`config.mk`:
```
export PLATFORM = sky130hd
export DESIGN_NAME = clock_mode_ctrl_flat
export DESIGN_NICKNAME = d
export VERILOG_FILES = /design/src/rtl/clock_mode_ctrl_if.sv /design/src/rtl/clock_mode_ctrl.sv /design/src/flat_wrapper.sv
export SDC_FILE = /design/constraint.sdc
export NUM_CORES = 1
export LEC_CHECK = 0
export ABC_AREA = 0
export BUFFER_PORTS_ARGS = -buffer_cell sky130_fd_sc_hd__buf_2
export CAP_MARGIN = 20
export CORE_MARGIN = 2
export CORE_UTILIZATION = 45
export DETAILED_ROUTE_END_ITERATION = 6
export PLACE_DENSITY = 0.61
export SLEW_MARGIN = 20
export SYNTH_ARGS = -nofsm -noshare
export SYNTH_HDL_FRONTEND = slang
export SYNTH_SLANG_ARGS = --single-unit
```
`constraint.sdc`:
```
create_clock -name clk -period 3.55 [get_ports clk]
set_clock_uncertainty 0.05 [all_clocks]
set_input_delay 0.355 -clock clk [delete_from_list [all_inputs] [get_ports clk]]
set_output_delay 0.355 -clock clk [all_outputs]
set_load 0.005 [all_outputs]
```
`src/rtl/clock_mode_ctrl_if.sv`:
```
// Control inputs and mode/tick outputs of the mm:ss clock mode controller.
// There is no valid/ready handshake: inputs are raw asynchronous levels, outputs are registered levels/pulses.
interface clock_mode_ctrl_if;
  logic       btn_pause;
  logic       sw_adj;
  logic       sw_sel;
  logic       tick_active;
  logic       count_enable;
  logic       use_2hz;
  logic       sel_minutes;
  logic       sel_seconds;
  logic       blink;
  logic       paused;
  logic [1:0] state_dbg;

  modport master (
    output btn_pause, sw_adj, sw_sel,
    input  tick_active, count_enable, use_2hz, sel_minutes, sel_seconds, blink, paused, state_dbg
  );

  modport slave (
    input  btn_pause, sw_adj, sw_sel,
    output tick_active, count_enable, use_2hz, sel_minutes, sel_seconds, blink, paused, state_dbg
  );
endinterface

```
`src/rtl/clock_mode_ctrl.sv`:
```
// Mode controller and tick scheduler for the mm:ss counter: input sync and debounce,
// RUN/PAUSED/ADJUST state machine, and 1 Hz / 2 Hz single-cycle tick generation.
module clock_mode_ctrl #(
  parameter int DIV_1HZ    = 100000000,
  parameter int DEB_CYCLES = 1000000
) (
  input logic              clk,
  input logic              rst,
  clock_mode_ctrl_if.slave bus
);
  localparam int HALF_DIV = DIV_1HZ / 2;
  localparam int DIV_W    = $clog2(HALF_DIV);
  localparam int DEB_W    = $clog2(DEB_CYCLES + 1);

  typedef enum logic [1:0] {
    RUN     = 2'd0,
    PAUSED  = 2'd1,
    ADJ_MIN = 2'd2,
    ADJ_SEC = 2'd3
  } state_t;

  logic [1:0]       pause_sync, adj_sync, sel_sync;
  logic             pause_s, adj_s, sel_s;
  logic [DEB_W-1:0] deb_cnt;
  logic             deb_level, press;
  logic [DIV_W-1:0] div_cnt;
  logic             wrap, tick_2hz, tick_1hz, phase, blink_q;
  state_t           state_q, state_d;
  logic             run_q, run_d;
  logic             count_enable_q, use_2hz_q, sel_minutes_q, sel_seconds_q, paused_q;

  assign pause_s = pause_sync[1];
  assign adj_s   = adj_sync[1];
  assign sel_s   = sel_sync[1];

  always_ff @(posedge clk) begin
    if (rst) begin
      pause_sync <= '0;
      adj_sync   <= '0;
      sel_sync   <= '0;
    end else begin
      pause_sync <= {pause_sync[0], bus.btn_pause};
      adj_sync   <= {adj_sync[0], bus.sw_adj};
      sel_sync   <= {sel_sync[0], bus.sw_sel};
    end
  end

  // The debounced level only moves after DEB_CYCLES consecutive disagreeing samples.
  always_ff @(posedge clk) begin
    if (rst) begin
      deb_cnt   <= '0;
      deb_level <= 1'b0;
      press     <= 1'b0;
    end else begin
      press <= 1'b0;
      if (pause_s == deb_level) begin
        deb_cnt <= '0;
      end else if (deb_cnt == DEB_W'(DEB_CYCLES - 1)) begin
        deb_cnt   <= '0;
        deb_level <= pause_s;
        press     <= pause_s;
      end else begin
        deb_cnt <= deb_cnt + DEB_W'(1);
      end
    end
  end

  assign wrap = (div_cnt == DIV_W'(HALF_DIV - 1));

  always_ff @(posedge clk) begin
    if (rst) begin
      div_cnt  <= '0;
      tick_2hz <= 1'b0;
      phase    <= 1'b0;
      blink_q  <= 1'b0;
    end else begin
      div_cnt  <= wrap ? '0 : div_cnt + DIV_W'(1);
      tick_2hz <= wrap;
      blink_q  <= blink_q ^ wrap;
      phase    <= phase ^ tick_2hz;
    end
  end

  // Every second 2 Hz pulse is a 1 Hz pulse: the one seen while phase is still 1.
  assign tick_1hz = tick_2hz & phase;

  always_comb begin
    state_d = state_q;
    run_d   = run_q;
    unique case (state_q)
      RUN, PAUSED: begin
        if (adj_s) begin
          state_d = sel_s ? ADJ_SEC : ADJ_MIN;
        end else if (press) begin
          state_d = (state_q == RUN) ? PAUSED : RUN;
          run_d   = (state_q == PAUSED);
        end
      end
      ADJ_MIN, ADJ_SEC: begin
        if (adj_s) state_d = sel_s ? ADJ_SEC : ADJ_MIN;
        else       state_d = run_q ? RUN : PAUSED;
      end
      default: state_d = RUN;
    endcase
  end

  // Mode outputs are decoded from the next state so they change on the same edge as the state.
  always_ff @(posedge clk) begin
    if (rst) begin
      state_q        <= RUN;
      run_q          <= 1'b1;
      count_enable_q <= 1'b1;
      use_2hz_q      <= 1'b0;
      sel_minutes_q  <= 1'b0;
      sel_seconds_q  <= 1'b0;
      paused_q       <= 1'b0;
    end else begin
      state_q        <= state_d;
      run_q          <= run_d;
      count_enable_q <= (state_d == RUN);
      use_2hz_q      <= (state_d == ADJ_MIN) || (state_d == ADJ_SEC);
      sel_minutes_q  <= (state_d == ADJ_MIN);
      sel_seconds_q  <= (state_d == ADJ_SEC);
      paused_q       <= ~run_d;
    end
  end

  assign bus.tick_active  = use_2hz_q ? tick_2hz : tick_1hz;
  assign bus.count_enable = count_enable_q;
  assign bus.use_2hz      = use_2hz_q;
  assign bus.sel_minutes  = sel_minutes_q;
  assign bus.sel_seconds  = sel_seconds_q;
  assign bus.blink        = blink_q;
  assign bus.paused       = paused_q;
  assign bus.state_dbg    = state_q;
endmodule

```
`src/flat_wrapper.sv`:
```
// flat-port wrapper written by rule: the top's interface ports become plain ports
module clock_mode_ctrl_flat 
#(
  parameter int DIV_1HZ    = 100000000,
  parameter int DEB_CYCLES = 1000000
)
  (clk, rst, bus_btn_pause, bus_sw_adj, bus_sw_sel, bus_tick_active, bus_count_enable, bus_use_2hz, bus_sel_minutes, bus_sel_seconds, bus_blink, bus_paused, bus_state_dbg);
  clock_mode_ctrl_if bus_i ();
  input logic clk;
  input logic rst;
  input wire logic [$bits(bus_i.btn_pause)-1:0] bus_btn_pause;
  input wire logic [$bits(bus_i.sw_adj)-1:0] bus_sw_adj;
  input wire logic [$bits(bus_i.sw_sel)-1:0] bus_sw_sel;
  output wire logic [$bits(bus_i.tick_active)-1:0] bus_tick_active;
  output wire logic [$bits(bus_i.count_enable)-1:0] bus_count_enable;
  output wire logic [$bits(bus_i.use_2hz)-1:0] bus_use_2hz;
  output wire logic [$bits(bus_i.sel_minutes)-1:0] bus_sel_minutes;
  output wire logic [$bits(bus_i.sel_seconds)-1:0] bus_sel_seconds;
  output wire logic [$bits(bus_i.blink)-1:0] bus_blink;
  output wire logic [$bits(bus_i.paused)-1:0] bus_paused;
  output wire logic [$bits(bus_i.state_dbg)-1:0] bus_state_dbg;
  assign bus_i.btn_pause = bus_btn_pause;
  assign bus_i.sw_adj = bus_sw_adj;
  assign bus_i.sw_sel = bus_sw_sel;
  assign bus_tick_active = bus_i.tick_active;
  assign bus_count_enable = bus_i.count_enable;
  assign bus_use_2hz = bus_i.use_2hz;
  assign bus_sel_minutes = bus_i.sel_minutes;
  assign bus_sel_seconds = bus_i.sel_seconds;
  assign bus_blink = bus_i.blink;
  assign bus_paused = bus_i.paused;
  assign bus_state_dbg = bus_i.state_dbg;
  clock_mode_ctrl #(.DIV_1HZ(DIV_1HZ), .DEB_CYCLES(DEB_CYCLES)) u_core (.clk(clk), .rst(rst), .bus(bus_i));
endmodule
```
==> results.sh <==
export IMPL_setup_violations=0
export IMPL_drt_iter0_drc=53
export IMPL_avgViaCountPerCell=5.30
export IMPL_ys_types=40
export IMPL_worstPathRequired_ns=3.73
export IMPL_syn_area_per_cell_sq_um=9.11
export IMPL_vias=2109
export IMPL_cpMaxStageDelayCell="o31ai_4"
export IMPL_hold_class="in2reg"
export IMPL_min_to="u_core.adj_sync[0]$_SDFF_PP0_"
export IMPL_rsz0062_at_grt="false"
export IMPL_maxSlewViolCount=0
export IMPL_worst_path_buf_inv=1
export IMPL_max_stage_delay_ns=0.56
export IMPL_drive_gt1_frac=0.136
export IMPL_final_cell_area_sq_um=3080
export IMPL_clkSlewWorstSetupHoldPaths_ns=0.07
export IMPL_hp_start="bus_sw_adj"
export IMPL_ios=14
export IMPL_p_per_area_nw_per_um2=454
export IMPL_whs_ns=0.189
export IMPL_cts_setup_buffers=0
export IMPL_clockBufferDepth=2
export IMPL_final_cell_mix="dfxtp_1, nor2_1, xnor2_1"
export IMPL_grt_ovfl_total=0
export IMPL_cp_max_fo=14
export IMPL_ys_ff_latch=65
export IMPL_place_area_sq_um=2880
export IMPL_nNetsFinal=326
export IMPL_clk_latency_ns=0.34
export IMPL_setup_slack_ns=1.25
export IMPL_grt_pass1_wl_microns=8570
export IMPL_holdPathStages=2
export IMPL_initial_core_util=0.465
export IMPL_num_antenna_cells=0
export IMPL_grt_antenna_before_repair=0
export IMPL_period_needed_ns=2.30
export IMPL_die_area_sq_um=6760
export IMPL_wl_per_cell_microns=11.9
export IMPL_outcome="finished clean"
export IMPL_worst_setup_path_type="reg2reg"
export IMPL_io_buffers=13
export IMPL_ys_warn_count=0
export IMPL_cts_buffers_inserted=9
export IMPL_clkSinkCount=65
export IMPL_grt_pass1_vias=1983
export IMPL_grt_use_total=0.166
export IMPL_cts_root_buffer="clkbuf_8"
export IMPL_first_pass_iters=5
export IMPL_max_slew_margin=0.584
export IMPL_rr_endpoint="u_core.div_cnt[14]$_SDFF_PP0_"
export IMPL_ys_seq_area_frac=0.473
export IMPL_synth_area_sq_um=2750
export IMPL_end_kind="flop"
export IMPL_tightest_slew_ns=0.616
export IMPL_h_tree_depth=3
export IMPL_area_growth_synth_to_final_pct=11.9
export IMPL_die_height_microns=82.2
export IMPL_fin_tns_setup_ns=0
export IMPL_p_leak_nw=1.02
export IMPL_r2r_slack_ns=1.25
export IMPL_finalHoldViolations=0
export IMPL_layout_commonest_cell="dfxtp_1"
export IMPL_cts_tree="yes"
export IMPL_syn_nets=310
export IMPL_fin_crit_sh=0.647
export IMPL_cpLargestDelayFamily="simple AND/OR/NAND/NOR gates"
export IMPL_cp_start_kind="flop"
export IMPL_chipWidth_microns=82.2
export IMPL_crit_arrival_ns=2.48
export IMPL_routabilityCongestion=0.730
export IMPL_worstRegToRegCells=6
export IMPL_dp_slack_ns=1.23
export IMPL_antenna_left=0
export IMPL_wirelength_microns=4720
export IMPL_drv_cap=0
export IMPL_grt_max_degree=21
export IMPL_power_mw=1.40
export IMPL_cts_resized=0
export IMPL_fmax_mhz=435
export IMPL_path_cells="ha_1, nand2_1, or4_1, o31ai_4, buf_4, nor2_1"
export IMPL_drcViolationCount=0
export IMPL_rows=28
export IMPL_r2r_start="u_core.div_cnt[0]$_SDFF_PP0_"
export IMPL_syn_inst=302
export IMPL_ir_drop_v=0.000304
export IMPL_core_area_sq_um=5920
export IMPL_dp_hpwl_microns=3310
export IMPL_holdBufCountCts=0
-- area by class of cell --
type,count,area [sq um]
clock buffer,10,138
clock inverter,6,65.1
fill,554,2840
inverter,10,37.5
multi-input combinational,217,1360
sequential,65,1300
tap,75,93.8
timing repair buffer,15,80.1
-- per-layer routing --
layer,vias to the layer above,routed length (microns),share of wire,global-route usage
met5,-,0,0,0
met4,0,65,0.014,0.0650
met3,6,161,0.034,0.0652
met2,18,2250,0.48,0.275
met1,990,2250,0.48,0.192
li1,1095,-,-,-
-- synthesized netlist by cell type, drive strengths merged --
| cell type | count | area [sq um] |
|---|---|---|
| o21ai | 13 | 65.1 |
| a31o | 1 | 8.76 |
| a21oi | 17 | 88.8 |
| xnor2 | 18 | 158 |
| nand2 | 16 | 60.1 |
| nand3 | 16 | 80.1 |
| o31ai | 5 | 51.3 |
| nand3b | 2 | 15.0 |
| nor2b | 10 | 62.6 |
| nor2 | 38 | 143 |
| o211ai | 1 | 7.51 |
| or4b | 1 | 10.0 |
| and4 | 3 | 26.3 |
| mux2i | 3 | 30.0 |
| or4 | 9 | 75.1 |
| ha | 3 | 37.5 |
| nor4b | 1 | 8.76 |
| and2 | 3 | 18.8 |
| nor4 | 8 | 50.1 |
| dfxtp | 65 | 1300 |
| inv | 10 | 37.5 |
| nor4bb | 2 | 20.0 |
| clkbuf | 6 | 23.8 |
| nor3b | 2 | 15.0 |
| and3 | 6 | 37.5 |
| nand4 | 10 | 83.8 |
| buf | 4 | 26.3 |
| nor3 | 5 | 25.0 |
| mux2 | 1 | 11.3 |
| or3 | 11 | 72.6 |
| or2 | 1 | 6.26 |
| xor2 | 11 | 96.3 |
-- metrics by stage --
stage	std cells	util
final	398	0.520
after global routing	398	0.520
after global placement	382	0.486
after detailed placement	382	0.486
after floorplan	302	-
after CTS	398	0.520
-- worst max path at each step --
stage | startpoint | endpoint | slack, ns | depth (start not counted)
2_1_floorplan | u_core.div_cnt[0]$_SDFF_PP0_ | u_core.div_cnt[22]$_SDFF_PP0_ | 1.48 | 6
3_3_place_gp | u_core.div_cnt[0]$_SDFF_PP0_ | u_core.div_cnt[5]$_SDFF_PP0_ | 1.26 | 6
3_5_place_dp | u_core.div_cnt[0]$_SDFF_PP0_ | u_core.div_cnt[14]$_SDFF_PP0_ | 1.23 | 6
4_1_cts | u_core.div_cnt[0]$_SDFF_PP0_ | u_core.div_cnt[14]$_SDFF_PP0_ | 1.21 | 6
5_1_grt | u_core.div_cnt[0]$_SDFF_PP0_ | u_core.div_cnt[16]$_SDFF_PP0_ | 1.02 | 6
6_report | u_core.div_cnt[0]$_SDFF_PP0_ | u_core.div_cnt[14]$_SDFF_PP0_ | 1.25 | 6
-- power breakdown --
group	total, mW	switching, mW	leakage (nW)	internal [mW]
clock	0.630	0.286	0.103	0.344
combinational	0.0256	0.0150	0.396	0.0106
sequential	0.742	0.00529	0.526	0.737
-- state kept, by name (all words and copies together) (netlist names), 2 cells and up --
name                  count
u_core.deb_cnt           20
u_core.div_cnt           26
u_core.pause_sync         2
u_core.sel_sync           2
u_core.adj_sync           2
u_core.bus.state_dbg      2
-- cell families (layout without fill, tap and decap cells) --
| family | count (synthesis) | in the layout | share of synthesized area |
|---|---|---|---|
| adder cells (fa/ha/maj) | 3 | 3 | 0.0136 |
| buffers and inverters | 20 | 41 | 0.0318 |
| XOR/XNOR | 29 | 29 | 0.0923 |
| multiplexers | 4 | 4 | 0.0150 |
| flip-flops | 65 | 65 | 0.473 |
| AND/OR/NAND/NOR | 144 | 144 | 0.294 |
| AO/OA/AOI/OAI | 37 | 37 | 0.0805 |
(Power assumes the default switching activity.)
